===== src/rtl/inst_fetch_unit_if.sv =====
// Fetch-stage bundle: instruction-memory request/response channel plus the decode-side slot.
// master = fetch unit, slave = memory/decode/execute environment.
interface inst_fetch_unit_if;
    logic        imem_req_valid;
    logic [31:0] imem_req_addr;
    logic        imem_req_ready;
    logic        imem_rsp_valid;
    logic [31:0] imem_rsp_inst;
    logic        redirect_valid;
    logic [31:0] redirect_pc;
    logic        stall;
    logic        id_valid;
    logic [31:0] id_inst;
    logic [31:0] id_pc;

    modport master (
        output imem_req_valid, imem_req_addr, id_valid, id_inst, id_pc,
        input  imem_req_ready, imem_rsp_valid, imem_rsp_inst,
        input  redirect_valid, redirect_pc, stall
    );

    modport slave (
        input  imem_req_valid, imem_req_addr, id_valid, id_inst, id_pc,
        output imem_req_ready, imem_rsp_valid, imem_rsp_inst,
        output redirect_valid, redirect_pc, stall
    );
endinterface


===== src/rtl/inst_fetch_unit.sv =====
// Instruction fetch: credit-limited in-order imem requests, {pc,inst} queue to decode (1 cycle rsp->id).
// Backpressure: decode stall holds the head; requests stop when outstanding + buffered reaches DEPTH.
module inst_fetch_unit #(
    parameter logic [31:0] RESET_PC = 32'h0000_0000,
    parameter int unsigned DEPTH    = 2
) (
    input  logic              clk,
    input  logic              rst_n,
    inst_fetch_unit_if.master bus
);
    localparam int unsigned AW  = (DEPTH > 1) ? $clog2(DEPTH) : 1;
    localparam int unsigned CW  = AW + 1;
    localparam logic [CW:0] LIM = (CW+1)'(DEPTH);
    localparam logic [31:0] NOP = 32'h0000_0013;

    logic [31:0]   r_pc;
    logic [CW-1:0] r_outstanding;
    logic [CW-1:0] r_drop_cnt;
    logic [CW-1:0] r_count;
    logic [AW-1:0] r_rd_ptr;
    logic [AW-1:0] r_wr_ptr;
    logic [31:0]   r_q_pc   [DEPTH];
    logic [31:0]   r_q_inst [DEPTH];

    logic [CW:0]   w_used;
    logic          w_req_fire;
    logic          w_rsp_live;
    logic          w_push;
    logic          w_pop;
    logic [CW-1:0] w_live;
    logic [31:0]   w_rsp_pc;

    assign w_used             = {1'b0, r_outstanding} + {1'b0, r_count};
    assign bus.imem_req_valid = rst_n && !bus.redirect_valid && (w_used < LIM);
    assign bus.imem_req_addr  = r_pc;
    assign w_req_fire         = bus.imem_req_valid && bus.imem_req_ready;

    // A response with nothing outstanding is a protocol error and is ignored outright.
    assign w_rsp_live = bus.imem_rsp_valid && (r_outstanding != '0);
    assign w_push     = rst_n && w_rsp_live && (r_drop_cnt == '0) && !bus.redirect_valid;

    // Live requests are contiguous and end just below r_pc; dropped ones are all older,
    // so the oldest live request (the one answering now) sits 4*live bytes back.
    assign w_live   = r_outstanding - r_drop_cnt;
    assign w_rsp_pc = r_pc - {{(32-CW-2){1'b0}}, w_live, 2'b00};

    assign bus.id_valid = rst_n && (r_count != '0);
    assign bus.id_pc    = bus.id_valid ? r_q_pc[r_rd_ptr]   : 32'h0;
    assign bus.id_inst  = bus.id_valid ? r_q_inst[r_rd_ptr] : NOP;
    assign w_pop        = bus.id_valid && !bus.stall;

    always_ff @(posedge clk) begin
        if (!rst_n) begin
            r_pc          <= RESET_PC;
            r_outstanding <= '0;
            r_drop_cnt    <= '0;
            r_count       <= '0;
            r_rd_ptr      <= '0;
            r_wr_ptr      <= '0;
        end else begin
            r_outstanding <= r_outstanding + CW'(w_req_fire) - CW'(w_rsp_live);
            if (bus.redirect_valid) begin
                r_pc       <= {bus.redirect_pc[31:2], 2'b00};
                r_drop_cnt <= r_outstanding - CW'(w_rsp_live);
                r_count    <= '0;
                r_rd_ptr   <= '0;
                r_wr_ptr   <= '0;
            end else begin
                if (w_req_fire) begin
                    r_pc <= r_pc + 32'd4;
                end
                if (w_rsp_live && (r_drop_cnt != '0)) begin
                    r_drop_cnt <= r_drop_cnt - CW'(1);
                end
                if (w_push) begin
                    r_wr_ptr <= r_wr_ptr + AW'(1);
                end
                if (w_pop) begin
                    r_rd_ptr <= r_rd_ptr + AW'(1);
                end
                r_count <= r_count + CW'(w_push) - CW'(w_pop);
            end
        end
    end

    always_ff @(posedge clk) begin
        if (w_push) begin
            r_q_pc[r_wr_ptr]   <= w_rsp_pc;
            r_q_inst[r_wr_ptr] <= bus.imem_rsp_inst;
        end
    end
endmodule

===== src/flat_wrapper.sv =====
// flat-port wrapper written by rule: the top's interface ports become plain ports
module inst_fetch_unit_flat 
#(
    parameter logic [31:0] RESET_PC = 32'h0000_0000,
    parameter int unsigned DEPTH    = 2
)
  (clk, rst_n, bus_imem_req_valid, bus_imem_req_addr, bus_id_valid, bus_id_inst, bus_id_pc, bus_imem_req_ready, bus_imem_rsp_valid, bus_imem_rsp_inst, bus_redirect_valid, bus_redirect_pc, bus_stall);
  inst_fetch_unit_if bus_i ();
  input  logic clk;
  input  logic rst_n;
  output wire logic [$bits(bus_i.imem_req_valid)-1:0] bus_imem_req_valid;
  output wire logic [$bits(bus_i.imem_req_addr)-1:0] bus_imem_req_addr;
  output wire logic [$bits(bus_i.id_valid)-1:0] bus_id_valid;
  output wire logic [$bits(bus_i.id_inst)-1:0] bus_id_inst;
  output wire logic [$bits(bus_i.id_pc)-1:0] bus_id_pc;
  input wire logic [$bits(bus_i.imem_req_ready)-1:0] bus_imem_req_ready;
  input wire logic [$bits(bus_i.imem_rsp_valid)-1:0] bus_imem_rsp_valid;
  input wire logic [$bits(bus_i.imem_rsp_inst)-1:0] bus_imem_rsp_inst;
  input wire logic [$bits(bus_i.redirect_valid)-1:0] bus_redirect_valid;
  input wire logic [$bits(bus_i.redirect_pc)-1:0] bus_redirect_pc;
  input wire logic [$bits(bus_i.stall)-1:0] bus_stall;
  assign bus_imem_req_valid = bus_i.imem_req_valid;
  assign bus_imem_req_addr = bus_i.imem_req_addr;
  assign bus_id_valid = bus_i.id_valid;
  assign bus_id_inst = bus_i.id_inst;
  assign bus_id_pc = bus_i.id_pc;
  assign bus_i.imem_req_ready = bus_imem_req_ready;
  assign bus_i.imem_rsp_valid = bus_imem_rsp_valid;
  assign bus_i.imem_rsp_inst = bus_imem_rsp_inst;
  assign bus_i.redirect_valid = bus_redirect_valid;
  assign bus_i.redirect_pc = bus_redirect_pc;
  assign bus_i.stall = bus_stall;
  inst_fetch_unit #(.RESET_PC(RESET_PC), .DEPTH(DEPTH)) u_core (.clk(clk), .rst_n(rst_n), .bus(bus_i));
endmodule

===== config.mk =====
export PLATFORM = sky130hd
export DESIGN_NAME = inst_fetch_unit_flat
export DESIGN_NICKNAME = d
export VERILOG_FILES = /design/src/rtl/inst_fetch_unit_if.sv /design/src/rtl/inst_fetch_unit.sv /design/src/flat_wrapper.sv
export SDC_FILE = /design/constraint.sdc
export NUM_CORES = 1
export LEC_CHECK = 0
export CAP_MARGIN = 20
export CORE_ASPECT_RATIO = 1.5
export CORE_MARGIN = 3
export CORE_UTILIZATION = 25
export DETAILED_ROUTE_END_ITERATION = 6
export MAX_ROUTING_LAYER = met4
export PLACE_DENSITY = 0.56
export SYNTH_ARGS = -nofsm -noshare
export SYNTH_HDL_FRONTEND = slang
export SYNTH_SLANG_ARGS = --single-unit

===== constraint.sdc =====
create_clock -name clk -period 15.65 [get_ports clk]
set_input_delay 3.13 -clock clk [delete_from_list [all_inputs] [get_ports clk]]
set_output_delay 3.13 -clock clk [all_outputs]
set_load 0.1 [all_outputs]

==> impl_metrics.tcl <==
set metrics [dict create \
    wire_per_inst_um 16.7 \
    grt_setup_unrepaired "false" \
    drt_iter0_drc 300 \
    final_common_cell "clkdlybuf4s50_1" \
    max_freq_mhz 110 \
    h-tree-depth 4 \
    initial_utilization_pct 25.6 \
    finalPower_mw 1.18 \
    p_sw_share_pct 30.6 \
    critPathKind "input port to output pin" \
    insertion_delay_ns 0.44 \
    fin_crit_ns 9.06 \
    crit_fanout 61 \
    syn_inst 692 \
    grt_start_max_net_pins 63 \
    boundaryPins 168 \
    post-cts-setup-buffers 0 \
    crit_path_end_kind "output pin" \
    track_usage_pct 12.7 \
    hold_viol_final 0 \
    crit_required_ns 12.52 \
    yosysSeqAreaShare_pct 56.3 \
    drive_gt1_share_pct 7.27 \
    cts_buffers 17 \
    hp-class "flop to flop" \
    synthTopCellsByArea "edfxtp_1, dfxtp_1, mux2i_1" \
    core_area_um2 31200 \
    pwr-share-seq_pct 44.5 \
    syn_to_final_growth_pct 31.2 \
    setup_tns_ns 0 \
    drc 0 \
    relSlewSlack_pct 28.4 \
    cts_sinks 163 \
    finalCritPeriodShare_pct 57.9 \
    setup_viol 0 \
    final_cell_mix "clkdlybuf4s50_1, edfxtp_1, nor2_1" \
    finalWeightedCongestion 0.812 \
    via_per_inst 4.57 \
    synth_seq_cells 163 \
    clk_pin_slew_ns 0.06 \
    overflow 0 \
    ys.flop_type "edfxtp_1" \
    synth_top_area_share_pct 46.6 \
    internal-power_uw 817 \
    netlist.top_cell.by_area "edfxtp_1" \
    p_comb_share_pct 22.1 \
    fin_nets 908 \
    status "complete, no violations" \
    io_buffers 161 \
    dpl.hpwl_mm 14.8 \
    syn_area_um2 8000 \
    die_h_um 225 \
    antenna_found_initial 1 \
    grt_pass1_vias 5770 \
    p_switching_uw 360 \
    firstDrtPassIters 4 \
    routed_wl_mm 20.8 \
    cts_resized 0 \
    dieWidth_um 152 \
    cts_hold_buffers 0 \
    synth.avg_cell_area_um2 11.6 \
    fin_skew_ns 0.0118 \
    cts_tree "done" \
    crit_path_start_kind "input port" \
    drv_slew 0 \
    crit_arrival_ns 5.93 \
    leakage_nw 3.46 \
    vdd_drop_max_mv 0.0565 \
    ant_nets 0 \
    worstMarginPinSlew_ns 1.07 \
    yosys_warnings 0 \
    synth.distinct_cells 59 \
    cts_buffer_depth 2 \
    num_vias 5690 \
    num_rows 79 \
    grt_pass1_wl_mm 32.9 \
    die_area_um2 34200 \
    cts-root-buf "clkbuf_16" \
    synth_edf_count 124 \
    power.clock.fraction_pct 33.4 \
    maxCapViolations 0 \
    cellPowerDensity_nw_per_um2 112 \
    synth-async-reset-ratio_pct 0 \
]
==> cells in the mapped netlist, types with 3 or more instances <==
cell,n
a21oi_1,6
clkbuf_1,34
a211oi_1,3
nand2b_1,12
nor4_2,8
or2_2,4
a31oi_1,3
nand2_1,44
a211o_1,4
nor3_1,13
nor3b_1,4
and4_1,8
nor4_1,12
mux2i_1,63
inv_1,22
or4_1,6
or3_1,9
o21ai_0,20
xnor2_1,24
edfxtp_1,124
and2_1,6
nand3_1,20
or4_4,3
and3_1,5
buf_4,6
buf_6,3
dfxtp_1,39
nor2_1,80
o211ai_1,6
buf_1,5
xor2_1,20
buf_2,8
ha_1,9
o211a_1,8
a311o_1,3
o31a_1,3
nor2b_1,4
nand4_1,15
==> critical path: stages <==
cell             delay, ns
clkdlybuf4s50_1       0.40
buf_4                 0.28
o21ai_4               0.10
buf_4                 0.57
inv_1                 0.18
nand2_1               0.10
clkdlybuf4s50_1       1.13
==> layout make-up <==
| class | count | area (µm²) |
|---|---|---|
| inverters | 22 | 82.6 |
| flip-flops and latches | 163 | 4510 |
| multi-input cells | 453 | 3170 |
| diodes | 1 | 2.50 |
| clock buffers | 18 | 429 |
| repair buffers | 170 | 1680 |
| clock inverters | 13 | 119 |
| fillers | 3180 | 20700 |
| well taps | 405 | 507 |
==> cells by family (layout without fill, tap and decap cells) <==
kind of cell	after synthesis	after routing	share of synthesized area, %
other	1	5	0.0469
and+or+nand+nor	262	262	18.4
AOI/OAI and AO/OA	69	69	6.23
adders and majority gates	11	11	1.91
muxes	63	63	7.89
buffers and inverters	79	223	4.41
xor gates and xnor gates	44	44	4.82
DFF	163	163	56.3
==> state kept, by name, indices dropped and copies added (netlist names), named ones only <==
register,count
u_core.r_drop_cnt,2
u_core.r_outstanding,2
u_core.r_q_inst,64
u_core.r_rd_ptr,1
u_core.r_count,2
u_core.bus.imem_req_addr,30
u_core.r_wr_ptr,1
u_core.r_q_pc,60
==> worst paths after layout <==
check	startpoint	endpoint	slack [ns]	depth (start not counted)
setup / recovery	rst_n	bus_id_inst[0]	6.59	7
hold / removal	u_core.r_rd_ptr	flop	0.52	2
setup reg to reg	u_core.r_outstanding[0]	u_core.r_q_pc[0][31]	12.75	10
hold reg to reg	u_core.r_rd_ptr	flop	0.52	2
==> layer usage <==
metal	global-route usage [%]	share of wire, %	vias to the layer above
li1	-	-	2786
met1	14.1	41	2727
met2	21.9	52	142
met3	2.63	3.2	35
met4	5.95	3.4	0
met5	-	0	-
==> through the flow <==
step	utilization (%)	hold WS (ns)	worst slack (ns)	std cells	instance area [µm²]
2_1_floorplan	-	0.481	7.58	695	8010
5_1_grt	33.6	0.564	6.39	1245	10500
3_5_place_dp	31.8	0.508	6.54	1213	9940
4_1_cts	33.6	0.522	6.53	1244	10500
3_3_place_gp	31.8	0.499	6.54	1212	9940
6_report	33.6	0.516	6.59	1245	10500
==> power by group through the flow <==
stage               Combinational [mW]  Sequential (mW)  Clock [mW]
finish                           0.260            0.524       0.393
global route                     0.285            0.527       0.425
CTS                              0.263            0.524       0.408
detailed placement               0.261            0.533           0
global placement                 0.258            0.533           0
floorplan                        0.154            0.565           0
No activity file was read; power rests on OpenSTA's default activity.
